## src/rtl/uart_tx.sv

```systemverilog
// UART transmitter: one byte per valid/ready handshake, framed as 8N1, 8N2, 8E1 or 8O1.
// uart_txd and tx_busy are registered from the current state, so the line lags the FSM
// by one clock: the start bit appears on the edge after the accept edge.
module uart_tx #(
    parameter int unsigned CLK_FREQ  = 100000000,
    parameter int unsigned BAUD_RATE = 115200
) (
    input  logic       uart_clk,
    input  logic       uart_rst,
    input  logic [7:0] uart_wr_data,
    input  logic       uart_wr_valid,
    output logic       uart_wr_ready,
    input  logic [1:0] uart_mode,
    output logic       uart_txd,
    output logic       tx_busy
);

    localparam int unsigned BIT_CYCLES = CLK_FREQ / BAUD_RATE;
    // Wide enough to count a double-length stop bit.
    localparam int unsigned CNT_W      = $clog2(2 * BIT_CYCLES);
    localparam logic [CNT_W-1:0] BIT_LAST   = CNT_W'(BIT_CYCLES - 1);
    localparam logic [CNT_W-1:0] STOP2_LAST = CNT_W'(2 * BIT_CYCLES - 1);

    if (BIT_CYCLES < 2) begin : g_bad_baud
        $error("uart_tx: CLK_FREQ/BAUD_RATE must be at least 2");
    end

    typedef enum logic [2:0] {
        StIdle   = 3'd0,
        StStart  = 3'd1,
        StData   = 3'd2,
        StParity = 3'd3,
        StStop   = 3'd4
    } state_e;

    state_e           state_q, state_d;
    logic [CNT_W-1:0] cnt_q, cnt_d;
    logic [2:0]       idx_q, idx_d;
    logic [7:0]       data_q, data_d;
    logic [1:0]       mode_q, mode_d;
    logic             txd_q, txd_d;
    logic             ready_q, ready_d;
    logic             busy_q, busy_d;

    logic             accept;
    logic             bit_done;
    logic [CNT_W-1:0] stop_last;

    assign accept    = uart_wr_valid && ready_q;
    assign bit_done  = (cnt_q == BIT_LAST);
    assign stop_last = (mode_q == 2'b01) ? STOP2_LAST : BIT_LAST;

    // State, counters, latched frame and registered outputs.
    always_ff @(posedge uart_clk or negedge uart_rst) begin
        if (!uart_rst) begin
            state_q <= StIdle;
            cnt_q   <= '0;
            idx_q   <= '0;
            data_q  <= '0;
            mode_q  <= '0;
            txd_q   <= 1'b1;
            ready_q <= 1'b0;
            busy_q  <= 1'b0;
        end else begin
            state_q <= state_d;
            cnt_q   <= cnt_d;
            idx_q   <= idx_d;
            data_q  <= data_d;
            mode_q  <= mode_d;
            txd_q   <= txd_d;
            ready_q <= ready_d;
            busy_q  <= busy_d;
        end
    end

    // Next-state logic: the baud counter reloads at every bit boundary.
    always_comb begin
        state_d = state_q;
        cnt_d   = cnt_q;
        idx_d   = idx_q;
        data_d  = data_q;
        mode_d  = mode_q;
        case (state_q)
            StIdle: begin
                cnt_d = '0;
                idx_d = '0;
                if (accept) begin
                    data_d  = uart_wr_data;
                    mode_d  = uart_mode;
                    state_d = StStart;
                end
            end
            StStart: begin
                if (bit_done) begin
                    cnt_d   = '0;
                    state_d = StData;
                end else begin
                    cnt_d = cnt_q + CNT_W'(1);
                end
            end
            StData: begin
                if (bit_done) begin
                    cnt_d = '0;
                    if (idx_q == 3'd7) begin
                        state_d = mode_q[1] ? StParity : StStop;
                    end else begin
                        idx_d = idx_q + 3'd1;
                    end
                end else begin
                    cnt_d = cnt_q + CNT_W'(1);
                end
            end
            StParity: begin
                if (bit_done) begin
                    cnt_d   = '0;
                    state_d = StStop;
                end else begin
                    cnt_d = cnt_q + CNT_W'(1);
                end
            end
            StStop: begin
                if (cnt_q == stop_last) begin
                    cnt_d   = '0;
                    state_d = StIdle;
                end else begin
                    cnt_d = cnt_q + CNT_W'(1);
                end
            end
            default: begin
                state_d = StIdle;
                cnt_d   = '0;
                idx_d   = '0;
            end
        endcase
    end

    // Output decode from the current state; registered one clock later onto the line.
    always_comb begin
        txd_d   = 1'b1;
        busy_d  = state_q inside {StStart, StData, StParity, StStop};
        ready_d = (state_d == StIdle);
        case (state_q)
            StStart:  txd_d = 1'b0;
            StData:   txd_d = data_q[idx_q];
            // Mode 10 even, 11 odd: mode bit 0 inverts the XOR.
            StParity: txd_d = (^data_q) ^ mode_q[0];
            default:  txd_d = 1'b1;
        endcase
    end

    assign uart_wr_ready = ready_q;
    assign uart_txd      = txd_q;
    assign tx_busy       = busy_q;

endmodule

```

## config.mk

```make
export PLATFORM = sky130hd
export DESIGN_NAME = uart_tx
export DESIGN_NICKNAME = d
export VERILOG_FILES = /design/src/rtl/uart_tx.sv
export SDC_FILE = /design/constraint.sdc
export NUM_CORES = 1
export LEC_CHECK = 0
export CELL_PAD_IN_SITES_DETAIL_PLACEMENT = 0
export CELL_PAD_IN_SITES_GLOBAL_PLACEMENT = 1
export CORE_MARGIN = 1.5
export CORE_UTILIZATION = 48
export DETAILED_ROUTE_END_ITERATION = 6
export HOLD_SLACK_MARGIN = 0.08
export PLACE_DENSITY_LB_ADDON = 0.1
export SLEW_MARGIN = 15
export SYNTH_ARGS = -nofsm -noshare
export SYNTH_HDL_FRONTEND = slang
export SYNTH_SLANG_ARGS = --single-unit
```

## constraint.sdc

```tcl
create_clock -name uart_clk -period 5.1 [get_ports uart_clk]
set_input_delay 0.51 -clock uart_clk [delete_from_list [all_inputs] [get_ports uart_clk]]
set_output_delay 0.51 -clock uart_clk [all_outputs]
set_load 0.03 [all_outputs]
```

==> results by stage <==
Run status:
- The run finished with clean final reports.

STA:
- The highest achievable clock rate is approximately 430 MHz.
- On the final layout, the worst clock skew is 0.00685 ns.
- The slew of the pin with the lowest slew margin is 0.978 ns.
- The setup-violating endpoint count in the final report is 0.
- Setup repair after global routing left no endpoint under its margin.
- The sum of negative setup slack is 0 ns.
- The clock period could shrink to 2.32 ns.
- The worst-case setup margin in the final layout is 2.78 ns.
- The hold violation total from the final report is 0.
- Headroom to the max-slew limit came out at 34.5%.
- The final max-slew violation count is 0.
- The part of the cycle the worst path needs is between 40 and 50%.

Logic synthesis:
- The cell count after synthesis came out at 137.
- Yosys printed 0 warnings.
- Of the total synthesized cell area, the portion taken by XOR and XNOR cells is around a tenth.
- The cell area after technology mapping is ~1600 um^2.
- Counting flops with a built-in enable in the synthesized netlist gives 0.
- By count the netlist is led by sky130_fd_sc_hd__dfrtp_1 (29), sky130_fd_sc_hd__nor2_1 (14), sky130_fd_sc_hd__xnor2_1 (13), sky130_fd_sc_hd__mux2_2 (11), sky130_fd_sc_hd__nand2_1 (9).
- Yosys instantiated no cell more often than sky130_fd_sc_hd__dfrtp_1.
- By area, the combinational part of the netlist is dominated by simple AND/OR/NAND/NOR gates.
- The total of flip-flops plus latches after synthesis is 30.
- Synthesis produced a netlist with a net count of 153.
- The dominant register cell in the synthesized netlist is sky130_fd_sc_hd__dfrtp_1.
- For this run, the register share of the synthesized area comes to 48.2%.
- The number of different library cells used by synthesis comes to 38.
- The cell type with the largest total area after synthesis is sky130_fd_sc_hd__dfrtp_1.
- After synthesis, the share of cell area in mux cells is 11.5%.
- The synthesized area per cell is ~11 um^2.
- The fraction of the mapped netlist area in compound gates is between 6 and 7%.
- The simple-gate area share of the yosys netlist is 19.7%.
- The share of synthesized cell area in full adder, half adder and majority cells is roughly 2.4%.
- After synthesis, the largest area contributor takes up a little under half of total cell area.
- Yosys attributes the largest share of cell area to sky130_fd_sc_hd__dfrtp_1 (47%), sky130_fd_sc_hd__mux2_2 (7.9%), sky130_fd_sc_hd__xnor2_1 (7.3%).
- In the synthesized netlist the async set-or-reset flop fraction comes to 100%.

Die:
- 16 I/O pins were placed.
- The initial core utilization is 50.7%.
- The die covers 3600 um^2.
- The total area inside the core boundary comes to 3080 um^2.
- From left edge to right edge, the die measures 60.0 um.
- The number of rows in the core area is 20.
- The vertical extent of the die is ~60 um.

Finish:
- The synthesis-to-finish area growth is 16.2%.
- The repair_antennas step left the layout with diodes totalling 0.
- The number of nets in the finished design is 171.
- Summing all flip-flop and latch instances after layout gives 752 um^2.
- The fraction of final layout cells with drive strength greater than 1 is approximately 18%.
- The final-layout fill cell count is 277.
- The area of combinational cells with multiple inputs is between 700 and 800 um^2.
- After the flow finishes, the layout carries non-filler instances totaling 200.

CTS:
- The TritonCTS clock tree is done.
- After clock tree synthesis, the clock-pin slew on the worst setup and hold paths is 0.09 ns.
- Gates resized during post-CTS repair numbered 0.
- The count of buffers added by post-CTS timing repair for setup is 0.
- At the later pin of the worst-skew pair, clock insertion delay measures 0.32 ns.
- The number of levels in the clock H-tree is 2.
- Hold repair after CTS inserted 0 buffers.
- The buffer type at the clock tree root is sky130_fd_sc_hd__clkbuf_4.
- Clock tree synthesis inserted a total of 5 buffers.
- The number of clock sinks seen by CTS is 30.
- The clock passes through at most 2 buffers.

Power:
- The power density over the cells is about 220 nW/um^2.
- The cell leakage power is 0.800 nW.
- Across the VDD grid, the largest voltage drop is 161 uV.

Worst setup path:
- STA puts the critical path data arrival time at about 2.5 ns.
- The number of cell instances on the worst register-to-register path is 6.
- The launch point of the worst reg-to-reg path is cnt_q[0].
- In this run the worst setup path terminates at cnt_q[0].
- Walking the worst path, the cells encountered are ha_1 -> nand4b_4 -> nor4_4 -> nor3_1 -> a31oi_1 -> nor2_1.
- The launch point of the critical path is cnt_q[0].
- The required time reported for the critical path endpoint is roughly 5.3 ns.
- In this run the critical register-to-register path is captured at cnt_q[0].
- Along the worst path, the maximum fanout reaches 11.
- The largest stage delay on the critical path is 0.74 ns.
- For flop-to-flop paths, the worst setup slack is about 2.8 ns.
- The worst setup path is launched from a flip-flop.
- The critical setup path kind is reg2reg.
- The critical path capture point type is a flip-flop.
- The slowest cell on the critical path is sky130_fd_sc_hd__a31oi_1.

Hold path:
- The cell count of the worst hold path is 1.
- The tightest min-delay check is of the reg2reg type.
- In this run the most critical hold path is launched from cnt_q[0].

Detailed routing:
- The routed length per placed instance is 14.0 um.
- The vias per cell is about 5.3.
- The first routing iteration left 28 violations.
- Summed over all layers, the routed wires come to around 2800 um.
- The first-pass iteration count of the detailed router is 4.
- In the routed design, unresolved DRC markers number 0.
- The routed layout has 1,068 vias.
- The detail route stage leaves a number of antenna-violating nets equal to 0.

Job:
- The tool flagged a number of max-cap violations equal to 0.

Global route:
- Global routing used about 18% of the available tracks across all layers.
- The via count of the first global-routing pass is 1,005.
- The first global-routing pass estimated 4620 um of wire.
- The number of antenna violations at the first check in global routing is 0.
- The sum of overflow across all layers after global routing is 0.
- Entering global routing, the biggest net connects 31 pins.

Placement:
- Port buffering added 15 buffers.
- Once detailed placement completed, the half-perimeter wirelength came to 2030 um.
- Before CTS, the worst setup slack after placement is roughly 2.8 ns.
- The instance count after placement with tap cells included is 192.
- The routability congestion estimate is 0.786.
==> through the flow <==
stage,hold slack [ns],utilization [%],total power (W),cell area (um^2)
global route,0.536,58.9,0.000419,1810
detailed placement,0.483,56.8,0.000257,1750
finish,0.507,58.9,0.000399,1810
global placement,0.465,56.8,0.000257,1750
floorplan,0.214,-,0.000243,1560
CTS,0.497,58.9,0.000405,1810
==> sequential cells by signal, summed over array words and instances (netlist names) <==
| signal | flops |
|---|---|
| tx_busy | 1 |
| state_q | 3 |
| mode_q | 2 |
| cnt_q | 11 |
| uart_txd | 1 |
| uart_wr_ready | 1 |
| idx_q | 3 |
| data_q | 8 |
==> worst max-delay path: cells and delay by family (launching register included) <==
family / cells / cell delay (ns)
simple gates: 4 / 0.77
fa+ha+maj: 1 / 0.26
flops: 1 / 0.40
compound gates: 1 / 0.74
==> layout make-up <==
class                      count  share of cell area (%)
tap                           44                    3.04
timing repair buffer          16                    8.70
multi-input combinational    101                    43.0
inverter                       1                   0.207
clock inverter                 2                   0.691
sequential                    30                    41.5
clock buffer                   6                    2.83
==> power breakdown <==
group	internal (W)	switching, W	total [W]
combinational	0.00000848	0.00000555	0.0000140
sequential	0.000238	0	0.000238
clock	0.0000662	0.0000809	0.000147
==> routing by layer <==
metal | track usage, % | up-vias | share of wire, %
met5 | 0 | - | 0
met1 | 24.8 | 521 | 50
met4 | 4.76 | 0 | 0.46
met2 | 25.9 | 18 | 46
met3 | 5.63 | 2 | 3.4
li1 | - | 527 | -
==> cell families after synthesis <==
group / Yosys count
DFF: 30
and+or+nand+nor: 52
adders and majority gates: 3
xor gates and xnor gates: 17
buffers and inverters: 6
muxes: 14
AOI/OAI and AO/OA: 15
==> placed cells by master, fill, tap and decap left out, drive strengths merged <==
| cell type | netlist | routed |
|---|---|---|
| mux2 | 11 | 11 |
| nor3 | 4 | 4 |
| nand4b | 2 | 2 |
| and3 | 3 | 3 |
| and2 | 1 | 1 |
| nor2b | 4 | 4 |
| nand4bb | 1 | 1 |
| a32oi | 2 | 2 |
| a31oi | 1 | 1 |
| o211a | 1 | 1 |
| nand3b | 2 | 2 |
| ha | 3 | 3 |
| o32ai | 1 | 1 |
| mux4 | 2 | 2 |
| nand3 | 7 | 7 |
| a21oi | 2 | 2 |
| xor2 | 4 | 4 |
| nor2 | 14 | 14 |
| o31a | 1 | 1 |
| buf | 2 | 1 |
| dfrtp | 29 | 29 |
| nand2b | 2 | 2 |
| clkinv | 0 | 1 |
| a41oi | 1 | 1 |
| dfstp | 1 | 1 |
| mux2i | 1 | 1 |
| o311ai | 1 | 1 |
| clkinvlp | 0 | 1 |
| and4 | 1 | 1 |
| o21ai | 4 | 4 |
| nor4bb | 1 | 1 |
| clkdlybuf4s50 | 0 | 15 |
| nor4 | 1 | 1 |
| clkbuf | 3 | 6 |
| a31o | 1 | 1 |
| inv | 1 | 1 |
| nand2 | 9 | 9 |
| xnor2 | 13 | 13 |
==> how the worst min path moves through the flow <==
stage / to / slack [ns]
3_5_place_dp: cnt_q[0] / 0.48
6_report: cnt_q[0] / 0.51
5_1_grt: cnt_q[0] / 0.54
4_1_cts: cnt_q[0] / 0.50
3_3_place_gp: cnt_q[0] / 0.47
2_1_floorplan: cnt_q[0] / 0.21
Note: power is estimated with default switching activity, not from simulation.
